===== src/rtl/pa_ifu_btb_upd_ctrl_if.sv =====
// ---------------------------------------------------------------------------
// pa_ifu_btb_upd_ctrl_if
//
// Purpose:
//   Bundles every signal the BTB update controller exchanges with its
//   neighbours: the IU update request handshake, the CP0 invalidate
//   handshake, and the write-side bus into the BTB entry array.
//
// Signal summary:
//   iu_ifu_btb_upd_vld/del/tag/tgt  IU -> ctrl  update request payload
//   ifu_iu_btb_upd_rdy              ctrl -> IU  request accepted when vld & rdy
//   cp0_ifu_btb_inv                 CP0 -> ctrl invalidate-all pulse
//   ifu_cp0_btb_inv_done            ctrl -> CP0 one-cycle done pulse
//   btb_entry_wr_hit                array -> ctrl per-entry write-tag hit
//   btb_wr_acc_tag                  ctrl -> array tag for the write-hit compare
//   btb_upd_tag/btb_upd_tgt         ctrl -> array write data
//   btb_entry_upd/updg              ctrl -> array one-hot update strobe/gate
//   btb_entry_clr/clrg              ctrl -> array clear strobe/gate
//
// Modports:
//   master - the controller itself (drives the array write side)
//   slave  - the surrounding IU/CP0/array environment
// ---------------------------------------------------------------------------
interface pa_ifu_btb_upd_ctrl_if #(
    parameter int ENTRY_NUM      = 16,
    parameter int BTB_ADDR_WIDTH = 16
);
    logic                      iu_ifu_btb_upd_vld;
    logic                      iu_ifu_btb_upd_del;
    logic [BTB_ADDR_WIDTH-1:0] iu_ifu_btb_upd_tag;
    logic [BTB_ADDR_WIDTH-1:0] iu_ifu_btb_upd_tgt;
    logic                      ifu_iu_btb_upd_rdy;

    logic                      cp0_ifu_btb_inv;
    logic                      ifu_cp0_btb_inv_done;

    logic [ENTRY_NUM-1:0]      btb_entry_wr_hit;
    logic [BTB_ADDR_WIDTH-1:0] btb_wr_acc_tag;
    logic [BTB_ADDR_WIDTH-1:0] btb_upd_tag;
    logic [BTB_ADDR_WIDTH-1:0] btb_upd_tgt;
    logic [ENTRY_NUM-1:0]      btb_entry_upd;
    logic [ENTRY_NUM-1:0]      btb_entry_updg;
    logic [ENTRY_NUM-1:0]      btb_entry_clr;
    logic [ENTRY_NUM-1:0]      btb_entry_clrg;

    modport master (
        input  iu_ifu_btb_upd_vld,
        input  iu_ifu_btb_upd_del,
        input  iu_ifu_btb_upd_tag,
        input  iu_ifu_btb_upd_tgt,
        output ifu_iu_btb_upd_rdy,
        input  cp0_ifu_btb_inv,
        output ifu_cp0_btb_inv_done,
        input  btb_entry_wr_hit,
        output btb_wr_acc_tag,
        output btb_upd_tag,
        output btb_upd_tgt,
        output btb_entry_upd,
        output btb_entry_updg,
        output btb_entry_clr,
        output btb_entry_clrg
    );

    modport slave (
        output iu_ifu_btb_upd_vld,
        output iu_ifu_btb_upd_del,
        output iu_ifu_btb_upd_tag,
        output iu_ifu_btb_upd_tgt,
        input  ifu_iu_btb_upd_rdy,
        output cp0_ifu_btb_inv,
        input  ifu_cp0_btb_inv_done,
        output btb_entry_wr_hit,
        input  btb_wr_acc_tag,
        input  btb_upd_tag,
        input  btb_upd_tgt,
        input  btb_entry_upd,
        input  btb_entry_updg,
        input  btb_entry_clr,
        input  btb_entry_clrg
    );
endinterface


===== src/rtl/pa_ifu_btb_upd_ctrl.sv =====
// ---------------------------------------------------------------------------
// pa_ifu_btb_upd_ctrl
//
// Purpose:
//   Write-side controller for the BTB entry array. An accepted IU request is
//   buffered, its tag is compared against all entries (LOOKUP), and one cycle
//   later the chosen entry is updated or cleared (WRITE). Installs that miss
//   take a round-robin victim. CP0 whole-BTB invalidation is queued as a
//   pending flag and executed as a single INV cycle that clears every entry,
//   followed by a one-cycle done pulse.
//
// Ports:
//   forever_cpuclk  core clock
//   cpurst          asynchronous active-high reset
//   bus             request / invalidate / array bundle (master modport)
// ---------------------------------------------------------------------------
module pa_ifu_btb_upd_ctrl #(
    parameter int ENTRY_NUM      = 16,
    parameter int PTR_WIDTH      = 4,
    parameter int BTB_ADDR_WIDTH = 16
) (
    input  logic                     forever_cpuclk,
    input  logic                     cpurst,
    pa_ifu_btb_upd_ctrl_if.master    bus
);

    typedef enum logic [1:0] {
        IDLE   = 2'd0,
        LOOKUP = 2'd1,
        WRITE  = 2'd2,
        INV    = 2'd3
    } state_e;

    // What the WRITE cycle should do with the selected entry.
    typedef enum logic [1:0] {
        ACT_NONE = 2'd0,
        ACT_UPD  = 2'd1,
        ACT_CLR  = 2'd2
    } act_e;

    state_e                    state_q, state_d;
    logic [PTR_WIDTH-1:0]      rr_ptr_q, rr_ptr_d;
    logic                      inv_pend_q, inv_pend_d;
    logic                      done_q, done_d;

    logic                      buf_del_q, buf_del_d;
    logic [BTB_ADDR_WIDTH-1:0] buf_tag_q, buf_tag_d;
    logic [BTB_ADDR_WIDTH-1:0] buf_tgt_q, buf_tgt_d;

    logic [PTR_WIDTH-1:0]      sel_idx_q, sel_idx_d;
    act_e                      sel_act_q, sel_act_d;
    logic                      sel_miss_q, sel_miss_d;

    logic                      upd_rdy;
    logic                      req_accept;
    logic                      hit_any;
    logic [PTR_WIDTH-1:0]      hit_idx;
    logic [ENTRY_NUM-1:0]      sel_onehot;
    logic [ENTRY_NUM-1:0]      entry_upd;
    logic [ENTRY_NUM-1:0]      entry_clr;

    // Requests are refused whenever an invalidate is pending or arriving this
    // very cycle, so invalidation always wins a same-cycle race. Reset also
    // forces rdy low even though the state register already reads IDLE.
    assign upd_rdy    = (state_q == IDLE) & ~inv_pend_q & ~bus.cp0_ifu_btb_inv & ~cpurst;
    assign req_accept = bus.iu_ifu_btb_upd_vld & upd_rdy;

    // Priority encoder picking the lowest-numbered hitting entry; iterating
    // downward lets the lowest set bit overwrite any higher one.
    always_comb begin
        hit_idx = '0;
        hit_any = |bus.btb_entry_wr_hit;
        for (int i = ENTRY_NUM - 1; i >= 0; i--) begin
            if (bus.btb_entry_wr_hit[i]) begin
                hit_idx = i[PTR_WIDTH-1:0];
            end
        end
    end

    // Next-state logic. The request buffer is only loaded on acceptance and
    // the selection registers only in LOOKUP, so the array sees stable data
    // for the whole WRITE cycle. Any invalidate pulse outside INV is folded
    // into the pending flag; a pulse during INV is absorbed by the sequence
    // already running, so it produces no second done pulse.
    always_comb begin
        state_d    = state_q;
        rr_ptr_d   = rr_ptr_q;
        inv_pend_d = inv_pend_q | bus.cp0_ifu_btb_inv;
        done_d     = 1'b0;
        buf_del_d  = buf_del_q;
        buf_tag_d  = buf_tag_q;
        buf_tgt_d  = buf_tgt_q;
        sel_idx_d  = sel_idx_q;
        sel_act_d  = sel_act_q;
        sel_miss_d = sel_miss_q;

        case (state_q)
            IDLE: begin
                if (inv_pend_q) begin
                    state_d = INV;
                end else if (req_accept) begin
                    buf_del_d = bus.iu_ifu_btb_upd_del;
                    buf_tag_d = bus.iu_ifu_btb_upd_tag;
                    buf_tgt_d = bus.iu_ifu_btb_upd_tgt;
                    state_d   = LOOKUP;
                end
            end

            LOOKUP: begin
                if (hit_any) begin
                    sel_idx_d  = hit_idx;
                    sel_act_d  = buf_del_q ? ACT_CLR : ACT_UPD;
                    sel_miss_d = 1'b0;
                end else if (!buf_del_q) begin
                    sel_idx_d  = rr_ptr_q;
                    sel_act_d  = ACT_UPD;
                    sel_miss_d = 1'b1;
                end else begin
                    sel_act_d  = ACT_NONE;
                    sel_miss_d = 1'b0;
                end
                state_d = WRITE;
            end

            WRITE: begin
                // Only a freshly allocated victim consumes a round-robin slot;
                // refreshing an existing entry leaves the victim order alone.
                if ((sel_act_q == ACT_UPD) && sel_miss_q) begin
                    rr_ptr_d = rr_ptr_q + 1'b1;
                end
                state_d = inv_pend_q ? INV : IDLE;
            end

            INV: begin
                rr_ptr_d   = '0;
                inv_pend_d = 1'b0;
                done_d     = 1'b1;
                state_d    = IDLE;
            end

            default: begin
                state_d = IDLE;
            end
        endcase
    end

    // State and datapath registers. An asynchronous reset drops any request
    // or invalidate in flight without emitting a strobe or a done pulse.
    always_ff @(posedge forever_cpuclk or posedge cpurst) begin
        if (cpurst) begin
            state_q    <= IDLE;
            rr_ptr_q   <= '0;
            inv_pend_q <= 1'b0;
            done_q     <= 1'b0;
            buf_del_q  <= 1'b0;
            buf_tag_q  <= '0;
            buf_tgt_q  <= '0;
            sel_idx_q  <= '0;
            sel_act_q  <= ACT_NONE;
            sel_miss_q <= 1'b0;
        end else begin
            state_q    <= state_d;
            rr_ptr_q   <= rr_ptr_d;
            inv_pend_q <= inv_pend_d;
            done_q     <= done_d;
            buf_del_q  <= buf_del_d;
            buf_tag_q  <= buf_tag_d;
            buf_tgt_q  <= buf_tgt_d;
            sel_idx_q  <= sel_idx_d;
            sel_act_q  <= sel_act_d;
            sel_miss_q <= sel_miss_d;
        end
    end

    assign sel_onehot = {{(ENTRY_NUM-1){1'b0}}, 1'b1} << sel_idx_q;

    // Array strobes are decoded purely from registered state, so they fall
    // the instant reset returns the FSM to IDLE. WRITE drives at most one
    // update or one clear bit; INV clears everything. The two never overlap
    // because they come from different states or exclusive actions.
    always_comb begin
        entry_upd = '0;
        entry_clr = '0;
        case (state_q)
            WRITE: begin
                if (sel_act_q == ACT_UPD) begin
                    entry_upd = sel_onehot;
                end else if (sel_act_q == ACT_CLR) begin
                    entry_clr = sel_onehot;
                end
            end
            INV: begin
                entry_clr = '1;
            end
            default: begin
                entry_upd = '0;
                entry_clr = '0;
            end
        endcase
    end

    assign bus.ifu_iu_btb_upd_rdy   = upd_rdy;
    assign bus.ifu_cp0_btb_inv_done = done_q;
    assign bus.btb_wr_acc_tag       = buf_tag_q;
    assign bus.btb_upd_tag          = buf_tag_q;
    assign bus.btb_upd_tgt          = buf_tgt_q;
    assign bus.btb_entry_upd        = entry_upd;
    assign bus.btb_entry_updg       = entry_upd;
    assign bus.btb_entry_clr        = entry_clr;
    assign bus.btb_entry_clrg       = entry_clr;

endmodule


===== src/flat_wrapper.sv =====
// flat-port wrapper written by rule: the top's interface ports become plain ports
module pa_ifu_btb_upd_ctrl_flat 
#(
    parameter int ENTRY_NUM      = 16,
    parameter int PTR_WIDTH      = 4,
    parameter int BTB_ADDR_WIDTH = 16
)
  (forever_cpuclk, cpurst, bus_iu_ifu_btb_upd_vld, bus_iu_ifu_btb_upd_del, bus_iu_ifu_btb_upd_tag, bus_iu_ifu_btb_upd_tgt, bus_ifu_iu_btb_upd_rdy, bus_cp0_ifu_btb_inv, bus_ifu_cp0_btb_inv_done, bus_btb_entry_wr_hit, bus_btb_wr_acc_tag, bus_btb_upd_tag, bus_btb_upd_tgt, bus_btb_entry_upd, bus_btb_entry_updg, bus_btb_entry_clr, bus_btb_entry_clrg);
  pa_ifu_btb_upd_ctrl_if #(.ENTRY_NUM(ENTRY_NUM), .BTB_ADDR_WIDTH(BTB_ADDR_WIDTH)) bus_i ();
  input  logic forever_cpuclk;
  input  logic cpurst;
  input wire logic [$bits(bus_i.iu_ifu_btb_upd_vld)-1:0] bus_iu_ifu_btb_upd_vld;
  input wire logic [$bits(bus_i.iu_ifu_btb_upd_del)-1:0] bus_iu_ifu_btb_upd_del;
  input wire logic [$bits(bus_i.iu_ifu_btb_upd_tag)-1:0] bus_iu_ifu_btb_upd_tag;
  input wire logic [$bits(bus_i.iu_ifu_btb_upd_tgt)-1:0] bus_iu_ifu_btb_upd_tgt;
  output wire logic [$bits(bus_i.ifu_iu_btb_upd_rdy)-1:0] bus_ifu_iu_btb_upd_rdy;
  input wire logic [$bits(bus_i.cp0_ifu_btb_inv)-1:0] bus_cp0_ifu_btb_inv;
  output wire logic [$bits(bus_i.ifu_cp0_btb_inv_done)-1:0] bus_ifu_cp0_btb_inv_done;
  input wire logic [$bits(bus_i.btb_entry_wr_hit)-1:0] bus_btb_entry_wr_hit;
  output wire logic [$bits(bus_i.btb_wr_acc_tag)-1:0] bus_btb_wr_acc_tag;
  output wire logic [$bits(bus_i.btb_upd_tag)-1:0] bus_btb_upd_tag;
  output wire logic [$bits(bus_i.btb_upd_tgt)-1:0] bus_btb_upd_tgt;
  output wire logic [$bits(bus_i.btb_entry_upd)-1:0] bus_btb_entry_upd;
  output wire logic [$bits(bus_i.btb_entry_updg)-1:0] bus_btb_entry_updg;
  output wire logic [$bits(bus_i.btb_entry_clr)-1:0] bus_btb_entry_clr;
  output wire logic [$bits(bus_i.btb_entry_clrg)-1:0] bus_btb_entry_clrg;
  assign bus_i.iu_ifu_btb_upd_vld = bus_iu_ifu_btb_upd_vld;
  assign bus_i.iu_ifu_btb_upd_del = bus_iu_ifu_btb_upd_del;
  assign bus_i.iu_ifu_btb_upd_tag = bus_iu_ifu_btb_upd_tag;
  assign bus_i.iu_ifu_btb_upd_tgt = bus_iu_ifu_btb_upd_tgt;
  assign bus_ifu_iu_btb_upd_rdy = bus_i.ifu_iu_btb_upd_rdy;
  assign bus_i.cp0_ifu_btb_inv = bus_cp0_ifu_btb_inv;
  assign bus_ifu_cp0_btb_inv_done = bus_i.ifu_cp0_btb_inv_done;
  assign bus_i.btb_entry_wr_hit = bus_btb_entry_wr_hit;
  assign bus_btb_wr_acc_tag = bus_i.btb_wr_acc_tag;
  assign bus_btb_upd_tag = bus_i.btb_upd_tag;
  assign bus_btb_upd_tgt = bus_i.btb_upd_tgt;
  assign bus_btb_entry_upd = bus_i.btb_entry_upd;
  assign bus_btb_entry_updg = bus_i.btb_entry_updg;
  assign bus_btb_entry_clr = bus_i.btb_entry_clr;
  assign bus_btb_entry_clrg = bus_i.btb_entry_clrg;
  pa_ifu_btb_upd_ctrl #(.ENTRY_NUM(ENTRY_NUM), .PTR_WIDTH(PTR_WIDTH), .BTB_ADDR_WIDTH(BTB_ADDR_WIDTH)) u_core (.forever_cpuclk(forever_cpuclk), .cpurst(cpurst), .bus(bus_i));
endmodule

===== config.mk =====
export PLATFORM = sky130hd
export DESIGN_NAME = pa_ifu_btb_upd_ctrl_flat
export DESIGN_NICKNAME = d
export VERILOG_FILES = /design/src/rtl/pa_ifu_btb_upd_ctrl_if.sv /design/src/rtl/pa_ifu_btb_upd_ctrl.sv /design/src/flat_wrapper.sv
export SDC_FILE = /design/constraint.sdc
export NUM_CORES = 1
export LEC_CHECK = 0
export ABC_AREA = 0
export BUFFER_PORTS_ARGS = -buffer_cell sky130_fd_sc_hd__buf_2
export CORE_ASPECT_RATIO = 1.75
export CORE_MARGIN = 2
export CORE_UTILIZATION = 37
export DETAILED_ROUTE_END_ITERATION = 8
export GPL_TIMING_DRIVEN = 0
export PLACE_DENSITY = 0.68
export SYNTH_ARGS = -nofsm -noshare
export SYNTH_HDL_FRONTEND = slang
export SYNTH_SLANG_ARGS = --single-unit

===== constraint.sdc =====
create_clock -name forever_cpuclk -period 2.25 [get_ports forever_cpuclk]
set_input_delay 0.1125 -clock forever_cpuclk [delete_from_list [all_inputs] [get_ports forever_cpuclk]]
set_output_delay 0.1125 -clock forever_cpuclk [all_outputs]
set_load 0.02 [all_outputs]

==> impl_metrics.json <==
{
  "yosys.area_share.simple": 0.146,
  "vias": 2415,
  "fin_skew_ps": 5.90,
  "die_w_um": 68.2,
  "tns_ps": 0,
  "grt_max_degree": 34,
  "num_rows": 41,
  "wl_um": 6510,
  "cts_setup_buffers": 0,
  "drtIter0Drc": 67,
  "ys_ff_latch": 48,
  "dp_slack_ps": 353,
  "finalCriticalPeriod_ps": 2090,
  "fin_cells": 525,
  "diodes": 0,
  "avgSynthCellArea_sq_um": 10.1,
  "slew_headroom": 0.678,
  "hold_slack_ps": 49.5,
  "timing.final.hold_violations": 0,
  "clk_pin_slew_ps": 70,
  "syn-num-nets": 318,
  "drive_gt1_frac": 0.613,
  "port_buffers": 166,
  "dieArea_sq_mm": 0.00792,
  "core-area_sq_mm": 0.00708,
  "clockBufferDepth": 2,
  "endpoint_kind": "primary output",
  "yosysUniqueCellTypes": 34,
  "min_path_type": "input port to flop",
  "crit_fanout": 5,
  "gp_congestion": 0.717,
  "die_h_um": 116,
  "gr-total-overflow": 0,
  "cp.arrival_ps": 1980,
  "insertion_delay_ps": 290,
  "yosys.area.top_type": "dfrtp_1",
  "max_cap_violations": 0,
  "worst_slack_ps": 158,
  "cts_tree": "built",
  "grt_pass1_vias": 2217,
  "yosysSeqAreaShare": 0.451,
  "dp_cells": 517,
  "hpwl_um": 5330,
  "leakagePower_nw": 2.21,
  "synth_cells": 264,
  "htree_levels": 2,
  "antenna_found_initial": 0,
  "synth_top_cell_area_share": 0.451,
  "synth_fa_ha_area_frac": 0.00469,
  "synthMuxAreaShare": 0.147,
  "route.detailed.drc": 0,
  "setup_viol": 0,
  "grt_pass1_wl_um": 9680,
  "fin_util": 0.539,
  "yosys_warnings": 0,
  "vias_per_cell": 4.60,
  "grt.total_usage": 0.160,
  "start_util": 0.376,
  "synth_compound_area_frac": 0.0746,
  "max_freq_mhz": 478,
  "synth_area_leaders": "dfrtp_1 45%, mux2_2 14%, buf_4 14%, nor2_1 4.5%, o21ai_0 3.2%",
  "final_cell_mix": "166 x buf_2, 48 x buf_4, 47 x dfrtp_1",
  "clock-sinks": 48,
  "rsz0062_at_grt": "false",
  "drt-pass1-iter-count": 4,
  "finalCritPeriodShare": 0.930,
  "area.growth.synth_to_final_pct": 43.1,
  "criticalPathCategory": "flop to primary output",
  "clockRootBuffer": "clkbuf_16",
  "irDropWorstVdd_uv": 787,
  "wl_per_cell_um": 12.4,
  "postRouteAntennaNets": 0,
  "worstPathRequired_ps": 2140,
  "synth-xor-area-share": 0.00986,
  "power_density_mw_per_mm2": 1400,
  "start_kind": "flop",
  "finalNetCount": 492,
  "syn_area_sq_mm": 0.00267,
  "drv_slew": 0,
  "worstMarginPinSlew_ps": 479,
  "cts_inserted_buffers": 5,
  "final_common_cell": "buf_2",
  "outcome": "finished, final reports clean",
  "io_pins": 167,
  "synth_top_family_by_area": "buffers and inverters"
}
## synthesized netlist by cell type, drive strengths merged
cell type,instances
buf,51
dfrtp,48
mux2,33
nor2,32
o21ai,20
nand2,17
inv,10
a21oi,6
nor4,5
or2,5
clkbuf,4
nand2b,4
nor3,4
o31ai,3
or3,3
mux2i,2
nand3,2
xor2,2
a2111o,1
a2111oi,1
a221o,1
a22o,1
and3,1
and4,1
ha,1
nand3b,1
nand4,1
nor4b,1
o211ai,1
or4,1
xnor2,1
## final timing paths
path	startpoint	to	slack, ps	cells past startpoint
min in group asynchronous	cpurst	u_core.bus.btb_upd_tag[13]	370	3
max	u_core.sel_act_q[1]	bus_btb_entry_updg[4]	160	7
max in group asynchronous	cpurst	u_core.state_q[1]	1380	4
min reg2reg	u_core.sel_miss_q	u_core.sel_miss_q	480	2
min	bus_iu_ifu_btb_upd_tag[8]	u_core.bus.btb_upd_tag[8]	50	2
max reg2reg	u_core.state_q[0]	u_core.bus.btb_upd_tag[2]	730	4
## timing repair
| action | in CTS | in global routing |
|---|---|---|
| endpoints found under the hold margin | 15 | 0 |
| hold buffers | 1 | 0 |
| setup endpoints to repair | 0 | 3 |
| gates resized for setup | 0 | 2 |
## cell families (layout without fill, tap and decap cells)
kind of cell | count (synthesis) | count (layout)
multiplexers | 35 | 35
adder cells (fa/ha/maj) | 1 | 1
flip-flops | 48 | 48
AO/OA/AOI/OAI | 34 | 34
buffers and inverters | 65 | 240
AND/OR/NAND/NOR | 78 | 78
XOR/XNOR | 3 | 3
## registers in the layout, indices dropped and copies added, names as in the netlist
| register | count |
|---|---|
| u_core.bus.btb_upd_tag | 16 |
| u_core.inv_pend_q | 1 |
| u_core.sel_act_q | 2 |
| u_core.buf_del_q | 1 |
| u_core.rr_ptr_q | 4 |
| u_core.sel_miss_q | 1 |
| u_core.bus.ifu_cp0_btb_inv_done | 1 |
| u_core.state_q | 2 |
| u_core.bus.btb_upd_tgt | 16 |
| u_core.sel_idx_q | 4 |
## routing by layer
metal	share of wire	track usage
met4	0.019	0.0640
met5	0	0
met3	0.060	0.0318
met1	0.33	0.152
met2	0.59	0.318
## final cells by class
cell class                 count  area (sq um)
tap                           86           108
timing repair buffer         168           861
sequential                    48          1200
fill                         681          3270
inverter                      10          37.5
clock inverter                 2          38.8
multi-input combinational    151          1020
clock buffer                   6           139
buffer                        54           405
## power by group
part / switching [mW] / total, mW / internal (mW)
clock: 0.323 / 0.879 / 0.557
sequential: 0.282 / 1.53 / 1.25
combinational: 1.70 / 2.94 / 1.25
total: 2.30 / 5.36 / 3.06
## worst max-delay path, stage by stage, from the launching register on
cell,delay [ps]
dfrtp_1,400
nand3b_1,200
or3_1,410
inv_1,90
nand2_1,120
nor3_2,190
buf_4,140
buf_2,150
## through the flow
step                      instance area [sq um]  power [mW]
after floorplan                            2670        3.58
after global placement                     3600        4.46
after detailed placement                   3620        4.52
after CTS                                  3810        5.42
after global routing                       3810        5.75
final                                      3810        5.36
No activity file was read; power rests on OpenSTA's default activity.
